$ cat config.mk
export PLATFORM = sky130hd
export DESIGN_NAME = alu_cmd_issuer
export DESIGN_NICKNAME = d
export VERILOG_FILES = /design/src/rtl/alu_cmd_issuer.sv
export SDC_FILE = /design/constraint.sdc
export NUM_CORES = 1
export LEC_CHECK = 0
export ABC_AREA = 0
export CAP_MARGIN = 10
export CORE_UTILIZATION = 29
export DETAILED_ROUTE_END_ITERATION = 6
export SLEW_MARGIN = 5
export SYNTH_ARGS = -nofsm -noshare
export SYNTH_HDL_FRONTEND = slang
export SYNTH_SLANG_ARGS = --single-unit
$ cat constraint.sdc
create_clock -name clk -period 3.05 [get_ports clk]
set_input_delay 0.305 -clock clk [delete_from_list [all_inputs] [get_ports clk]]
set_output_delay 0.305 -clock clk [all_outputs]
set_load 0.005 [all_outputs]
$ cat src/rtl/alu_cmd_issuer.sv
// alu_cmd_issuer: buffers ALU commands in a small FIFO and sequences the
// ALU load/persist handshake, returning each result with a one-cycle strobe.
module alu_cmd_issuer #(
    parameter int unsigned DEPTH       = 4,
    parameter int unsigned EXEC_CYCLES = 2
) (
    input  logic       clk,
    input  logic       rst,
    input  logic       on,
    input  logic       cmd_valid,
    output logic       cmd_ready,
    input  logic [2:0] cmd_op,
    input  logic [7:0] cmd_a,
    input  logic [7:0] cmd_b,
    output logic [7:0] num1,
    output logic [7:0] num2,
    output logic [2:0] in_sel,
    output logic [6:0] out_sel,
    input  logic [7:0] alu_out,
    output logic       res_valid,
    output logic [7:0] res_data,
    output logic [2:0] res_op,
    output logic       err,
    output logic [1:0] state
);

    localparam int unsigned AW = $clog2(DEPTH);
    localparam int unsigned CW = AW + 1;

    typedef enum logic [1:0] {
        IDLE   = 2'b00,
        LOAD   = 2'b01,
        HOLD   = 2'b10,
        RETIRE = 2'b11
    } state_e;

    logic [18:0]   mem_q [DEPTH];
    logic [AW-1:0] wr_ptr_q, wr_ptr_d;
    logic [AW-1:0] rd_ptr_q, rd_ptr_d;
    logic [CW-1:0] count_q, count_d;

    state_e        state_q, state_d;
    logic [3:0]    hold_q, hold_d;
    logic [2:0]    cur_op_q, cur_op_d;
    logic [7:0]    num1_q, num1_d;
    logic [7:0]    num2_q, num2_d;
    logic [2:0]    in_sel_q, in_sel_d;
    logic [6:0]    out_sel_q, out_sel_d;
    logic          res_valid_q, res_valid_d;
    logic [7:0]    res_data_q, res_data_d;
    logic [2:0]    res_op_q, res_op_d;
    logic          err_q, err_d;

    logic          push;
    logic          pop;
    logic [18:0]   head;
    logic [2:0]    head_op;

    assign cmd_ready = (count_q != CW'(DEPTH));
    assign push      = cmd_valid & cmd_ready;
    assign pop       = (state_q == IDLE) & on & (count_q != '0);
    assign head      = mem_q[rd_ptr_q];
    assign head_op   = head[18:16];

    // FIFO storage write; entries need no reset because count gates reads
    always_ff @(posedge clk) begin
        if (push) begin
            mem_q[wr_ptr_q] <= {cmd_op, cmd_a, cmd_b};
        end
    end

    // FIFO pointer and occupancy update
    always_comb begin
        wr_ptr_d = wr_ptr_q;
        rd_ptr_d = rd_ptr_q;
        count_d  = count_q;
        if (push) begin
            wr_ptr_d = wr_ptr_q + 1'b1;
        end
        if (pop) begin
            rd_ptr_d = rd_ptr_q + 1'b1;
        end
        case ({push, pop})
            2'b10:   count_d = count_q + 1'b1;
            2'b01:   count_d = count_q - 1'b1;
            default: count_d = count_q;
        endcase
    end

    // Issue sequencer: next state and registered ALU-side outputs
    always_comb begin
        state_d     = state_q;
        hold_d      = hold_q;
        cur_op_d    = cur_op_q;
        num1_d      = num1_q;
        num2_d      = num2_q;
        in_sel_d    = in_sel_q;
        out_sel_d   = out_sel_q;
        res_valid_d = 1'b0;
        res_data_d  = res_data_q;
        res_op_d    = res_op_q;
        err_d       = err_q;
        case (state_q)
            IDLE: begin
                in_sel_d = 3'b000;
                if (pop) begin
                    if (head_op == 3'd7) begin
                        err_d = 1'b1;
                    end else begin
                        num1_d    = head[15:8];
                        num2_d    = head[7:0];
                        out_sel_d = 7'b1000000 >> head_op;
                        cur_op_d  = head_op;
                        in_sel_d  = 3'b010;
                        state_d   = LOAD;
                    end
                end
            end
            LOAD: begin
                in_sel_d = 3'b100;
                hold_d   = 4'(EXEC_CYCLES - 1);
                state_d  = HOLD;
            end
            HOLD: begin
                if (hold_q == 4'd0) begin
                    res_data_d  = alu_out;
                    res_op_d    = cur_op_q;
                    res_valid_d = 1'b1;
                    in_sel_d    = 3'b000;
                    state_d     = RETIRE;
                end else begin
                    hold_d = hold_q - 4'd1;
                end
            end
            RETIRE: begin
                state_d = IDLE;
            end
            default: begin
                state_d = IDLE;
            end
        endcase
    end

    // State registers; reset drops any in-flight command and empties the FIFO
    always_ff @(posedge clk) begin
        if (rst) begin
            wr_ptr_q    <= '0;
            rd_ptr_q    <= '0;
            count_q     <= '0;
            state_q     <= IDLE;
            hold_q      <= '0;
            cur_op_q    <= '0;
            num1_q      <= '0;
            num2_q      <= '0;
            in_sel_q    <= 3'b001;
            out_sel_q   <= '0;
            res_valid_q <= 1'b0;
            res_data_q  <= '0;
            res_op_q    <= '0;
            err_q       <= 1'b0;
        end else begin
            wr_ptr_q    <= wr_ptr_d;
            rd_ptr_q    <= rd_ptr_d;
            count_q     <= count_d;
            state_q     <= state_d;
            hold_q      <= hold_d;
            cur_op_q    <= cur_op_d;
            num1_q      <= num1_d;
            num2_q      <= num2_d;
            in_sel_q    <= in_sel_d;
            out_sel_q   <= out_sel_d;
            res_valid_q <= res_valid_d;
            res_data_q  <= res_data_d;
            res_op_q    <= res_op_d;
            err_q       <= err_d;
        end
    end

    assign num1      = num1_q;
    assign num2      = num2_q;
    assign in_sel    = in_sel_q;
    assign out_sel   = out_sel_q;
    assign res_valid = res_valid_q;
    assign res_data  = res_data_q;
    assign res_op    = res_op_q;
    assign err       = err_q;
    assign state     = state_q;

endmodule
; Yosys cells after proc, flatten, opt, wreduce, memory -nomap -nowiden
; Memory sizes are Yosys's and may differ from the RTL's. A register that Yosys moved wholly into a read port is not among the register bits.
; Index checks and enable logic that the tools add are counted.
[classes]
n_addsub = 5
eq_ne = 11
n_shift = 1
n_mux = 16
bitwise_logic = 5
reduce_logical = 13
[op_table]
columns = cell, count
row1 = two-way mux 2 bit, 7
row2 = case mux 3 bit (3 select lines), 1
row3 = AND reduction 3 bit, 3
row4 = "!= test 2 bit, second input constant", 4
row5 = case mux 2 bit (4 select lines), 1
row6 = case mux 4 bit (2 select lines), 1
row7 = "right shift 7 x 3 -> 7 bit, first input constant", 1
row8 = "equality test 2 bit, second input constant", 3
row9 = case mux 3 bit (2 select lines), 1
row10 = AND reduction 2 bit, 3
row11 = nonzero test 3 bit, 2
row12 = "adder 2 x 1 -> 2 bit, second input constant", 2
row13 = "equality test 2 x 1 -> 1 bit, second input constant", 2
row14 = logical NOT 4 bit, 1
row15 = two-way mux 4 bit, 1
row16 = nonzero test 2 bit, 2
row17 = "subtractor 4 x 1 -> 4 bit, second input constant", 1
row18 = "adder 3 x 1 -> 3 bit, second input constant", 1
row19 = bitwise AND 1 bit, 3
row20 = "equality test 3 bit, second input constant", 1
row21 = two-way mux 1 bit, 3
row22 = two-way mux 3 bit, 1
row23 = "!= test 3 bit, second input constant", 1
row24 = "subtractor 3 x 1 -> 3 bit, second input constant", 1
row25 = other kinds (3), 4
[totals]
ff_bits = 55
mem_bits_rw = 76
input_bits = 31
out_inout_bits = 42
word_cells = 66
n_memories = 1
[memory_table]
columns = memory, depth, width, read_ports, rd_ports_with_merged_regs, wr, line
row1 = mem_q, 4, 19, 1, 1, 1, 37  ; logic [18:0] mem_q [DEPTH];

; Longest topological paths before layout
[logic_depth]
depth_word = 5
depth_mapped = 10
mapped_depth_nobuf = 10

; Worst setup path after synthesis
; OpenSTA, ideal clock, no wires.
[synth_path]
kind = flip-flop to flip-flop
startpoint = register count_q[0]
endpoint = register count_q[2]
setup_time_ns = 0.070
arrival_ns = 2.189
required_time_ns = 2.980
slack_ns = 0.791
path_stages_with_launch = 10
period_less_slack_ns = 2.259
cell_sequence = dfxtp_1 > or3b_1 > and2_1 > inv_1 > ha_1 > inv_1 > fa_1 > xor2_1 > or3_1 > a21oi_1
[synth_between]
elab_chain_cells = 4
[synth_lines]
columns = element, line
row1 = start: declaration, 40  ; logic [CW-1:0] count_q, count_d;
row2 = start signal: assignment, 164  ; count_q <= count_d;
row3 = != test 3 bit (*), 59  ; assign cmd_ready = (count_q != CW'(DEPTH));
row4 = via cmd_ready, 11  ; output logic cmd_ready,
row5 = bitwise AND 1 bit (*), 60  ; assign push = cmd_valid & cmd_ready;
row6 = equality test 2 x 1 -> 1 bit or equality test 2 bit (tied branches), 83  ; case ({push, pop})
row7 = case mux 3 bit (2 select lines) or nonzero test 2 bit (tied branches), n/a
; The timed path passes the listed nets; every way through them passes the cells marked *.
; A chain may end at the register's enable or synchronous reset.

; Final worst setup path
[layout_path]
startpoint = register state_q[0], in the netlist state[0]
endpoint = register count_q[2]
[layout_between]
elab_chain_cells = 5
[layout_lines]
columns = element, line
row1 = start: declaration, 42  ; state_e state_q, state_d;
row2 = start signal: assignment, 165  ; state_q <= state_d;
row3 = logical NOT 2 bit (*), 61  ; assign pop = (state_q == IDLE) & on & (count_q != '0);
row4 = bitwise AND 1 bit (*) (2 in series), 61
row5 = via pop, 55  ; logic pop;
row6 = equality test 2 x 1 -> 1 bit or equality test 2 bit (tied branches), 83
row7 = case mux 3 bit (2 select lines) or nonzero test 2 bit (tied branches), n/a
; Marked as above.

==> impl_metrics.env <==
export IMPL_instances_no_fill=686
export IMPL_period_share_pct=82.9
export IMPL_finalMaxSlewViolations=0
export IMPL_final_area_um2=6550
export IMPL_ctsHoldBuffers=0
export IMPL_portBuffers=72
export IMPL_worstSetupStartpointType="flop"
export IMPL_p_comb_share_pct=25.1
export IMPL_skew_ps=5.55
export IMPL_worst_ep_arrival_time_ps=2860
export IMPL_cts_tree="yes"
export IMPL_setup_violations=0
export IMPL_crit_slowest_cell="fa_1"
export IMPL_numCtsBuffers=17
export IMPL_clock_sinks=133
export IMPL_fill_cells=1612
export IMPL_yosysUniqueCellTypes=36
export IMPL_clkPwrFrac_pct=33.3
export IMPL_drt_iter0_markers=194
export IMPL_crit_fanout=9
export IMPL_num_vias=3129
export IMPL_drt_total_wl_um=10400
export IMPL_power_switching_w=0.00161
export IMPL_crit_buf_inv=3
export IMPL_pwr_density_cell_nw_per_um2=849
export IMPL_synth_nets=410
export IMPL_place_congestion=0.750
export IMPL_worstSkewPairLatency_ps=410
export IMPL_hold_viol_final=0
export IMPL_diodes=0
export IMPL_vias_per_cell=4.56
export IMPL_routedWlPerCell_um=15.2
export IMPL_cts_root_buf="clkbuf_16"
export IMPL_final_common_cell="edfxtp_1"
export IMPL_crit_chain="inv_1 -> ha_1 -> o311ai_2 -> inv_1 -> ha_1 -> inv_1 -> fa_1 -> xor2_1 -> or3_1 -> a21oi_1"
export IMPL_drv_cap=0
export IMPL_drc=0
export IMPL_grt_use_total_pct=12.5
export IMPL_area_growth_pct=30.7
export IMPL_ir_drop_mv=0.489
export IMPL_cts_setup_buffers=0
export IMPL_grt_pass1_vias=3141
export IMPL_grt_pass1_wl_um=16500
export IMPL_setup_tns_ps=0
export IMPL_p_leak_nw=2.20
export IMPL_intPower_w=0.00395
export IMPL_worst_setup_path_type="flop to flop"
export IMPL_core_area_um2=16800
export IMPL_place_area_um2=6010
export IMPL_placed_cells=654
export IMPL_dr_pass1_iters=4
export IMPL_yosys_area_top_type="edfxtp_1"
export IMPL_final_cell_mix="edfxtp_1, clkdlybuf4s50_1, nand2_1, dfxtp_1, a21oi_1"
export IMPL_synth_top_cell_area_share_pct=45.5
export IMPL_io_pin_count=73
export IMPL_yosysSeqAreaShare_pct=68.3
export IMPL_die_w_um=134
export IMPL_grt_ovfl_total=0
export IMPL_syn_mean_instance_area_um2=13.7
export IMPL_layout_drive_gt1_share_pct=13.1
export IMPL_die_h_um=134
export IMPL_cts_resized=0
export IMPL_end_kind="flop"
export IMPL_synth_seq_cells=133
export IMPL_nets=496
export IMPL_synth_cells=367
export IMPL_clk_pin_slew_ps=60
export IMPL_grt_max_degree=58
export IMPL_die_area_um2=17800
export IMPL_slew_headroom_pct=27.0
export IMPL_critical_path_top_delay_family="adder cells"
export IMPL_path_common_cell="inv_1"
export IMPL_hold_class="input pin to flop"
export IMPL_worst_slew_pin_slew_ps=1090
export IMPL_period_minus_slack_ps=2530
export IMPL_synth_area_um2=5010
export IMPL_fp_row_count=47
export IMPL_fmax_mhz=396
export IMPL_ys_warn_count=0
export IMPL_dp_hpwl_um=6720
export IMPL_synth_area_top_cells="edfxtp_1, dfxtp_1, mux4_2, nand2_1, a21oi_1"
export IMPL_htreeDepth=4
export IMPL_power_frac_seq_pct=41.6
export IMPL_p_sw_share_pct=28.9
export IMPL_max_stage_delay_ps=370
export IMPL_cts_max_path_buffers=2
export IMPL_status="finished clean"
export IMPL_required_ps=3380
export IMPL_antenna_found_initial=0
export IMPL_rsz0062_at_grt="false"
export IMPL_ant_nets=0
export IMPL_start_util_pct=29.9
-- flip-flops by register name (all words and copies together) (netlist names), 4 cells and up, named ones only --
signal    flops
mem_q        76
res_data      8
num1          8
out_sel       7
hold_q        4
num2          8
-- final timing paths --
| kind | startpoint | end | slack, ps | cells after the start |
|---|---|---|---|---|
| min reg2reg | in_sel[1] | in_sel[1] | 450 | 2 |
| min | alu_out[7] | res_data[7] | 440 | 3 |
| max | state[0] | count_q[2] | 520 | 10 |
| max reg2reg | state[0] | count_q[2] | 520 | 10 |
-- cell usage after synthesis --
cell / number
nand3b_1: 1
a32oi_1: 4
o21ai_0: 4
a31oi_4: 1
o21ai_1: 1
a31o_1: 1
xnor2_1: 2
buf_1: 1
fa_1: 1
nor2_1: 24
or3b_1: 1
and2_1: 2
edfxtp_1: 76
buf_6: 1
xor2_1: 3
inv_1: 15
or3_1: 4
a21o_1: 1
nor4_1: 1
and3_1: 5
clkbuf_1: 10
o311ai_2: 1
buf_2: 3
a22oi_1: 2
mux4_2: 19
a211oi_1: 3
nor3_1: 7
nor3b_1: 1
nand2_1: 61
nand2b_1: 3
a21oi_1: 37
a41oi_1: 1
ha_1: 11
dfxtp_1: 57
nand4bb_1: 1
mux2i_1: 1
-- cells by family after synthesis --
logic type | Yosys count | synth area share [%]
DFF | 133 | 68.3
and+or+nand+nor | 111 | 9.63
AOI/OAI and AO/OA | 56 | 6.89
buffers and inverters | 30 | 2.47
muxes | 20 | 8.73
adders and majority gates | 12 | 3.14
xor gates and xnor gates | 5 | 0.873
-- metrics by stage --
stage	hold WS [ps]	setup WS, ps	utilization, %	power, W
after floorplan	404	791	-	0.00321
after detailed placement	442	495	35.9	0.00377
final	439	522	39.1	0.00556
after global placement	439	563	35.9	0.00372
after global routing	447	316	39.1	0.00588
after CTS	424	497	39.1	0.00564
-- power by group through the flow --
stage / clock network (W) / logic, W / registers [W]
floorplan: 0 / 0.000887 / 0.00232
global placement: 0 / 0.00138 / 0.00234
detailed placement: 0 / 0.00142 / 0.00235
CTS: 0.00190 / 0.00143 / 0.00232
global route: 0.00197 / 0.00156 / 0.00235
finish: 0.00185 / 0.00140 / 0.00231
-- cell type report --
cell class                      instances  area (um2)  share of cell area [%]
Clock buffer                           18         429                    6.55
Sequential cell                       133        3420                    52.2
Clock inverter                         14         111                    1.70
Inverter                               15        56.3                   0.859
Multi-Input combinational cell        204        1470                    22.4
Timing Repair Buffer                   82         791                    12.1
Tap cell                              220         275                    4.20
-- routing by layer --
metal  share of wire, %  track usage [%]
met1                 44             14.4
met2                 50             21.2
met3                4.6             3.96
met4                1.6             6.06
met5                  0                0
-- tightest hold or removal path: cells and delay by family --
kind / cells / cell delay, ps
AO/OA/AOI/OAI: 1 / 50
buffers and inverters: 1 / 400
AND/OR/NAND/NOR: 1 / 60
No activity file was read; power rests on OpenSTA's default activity.
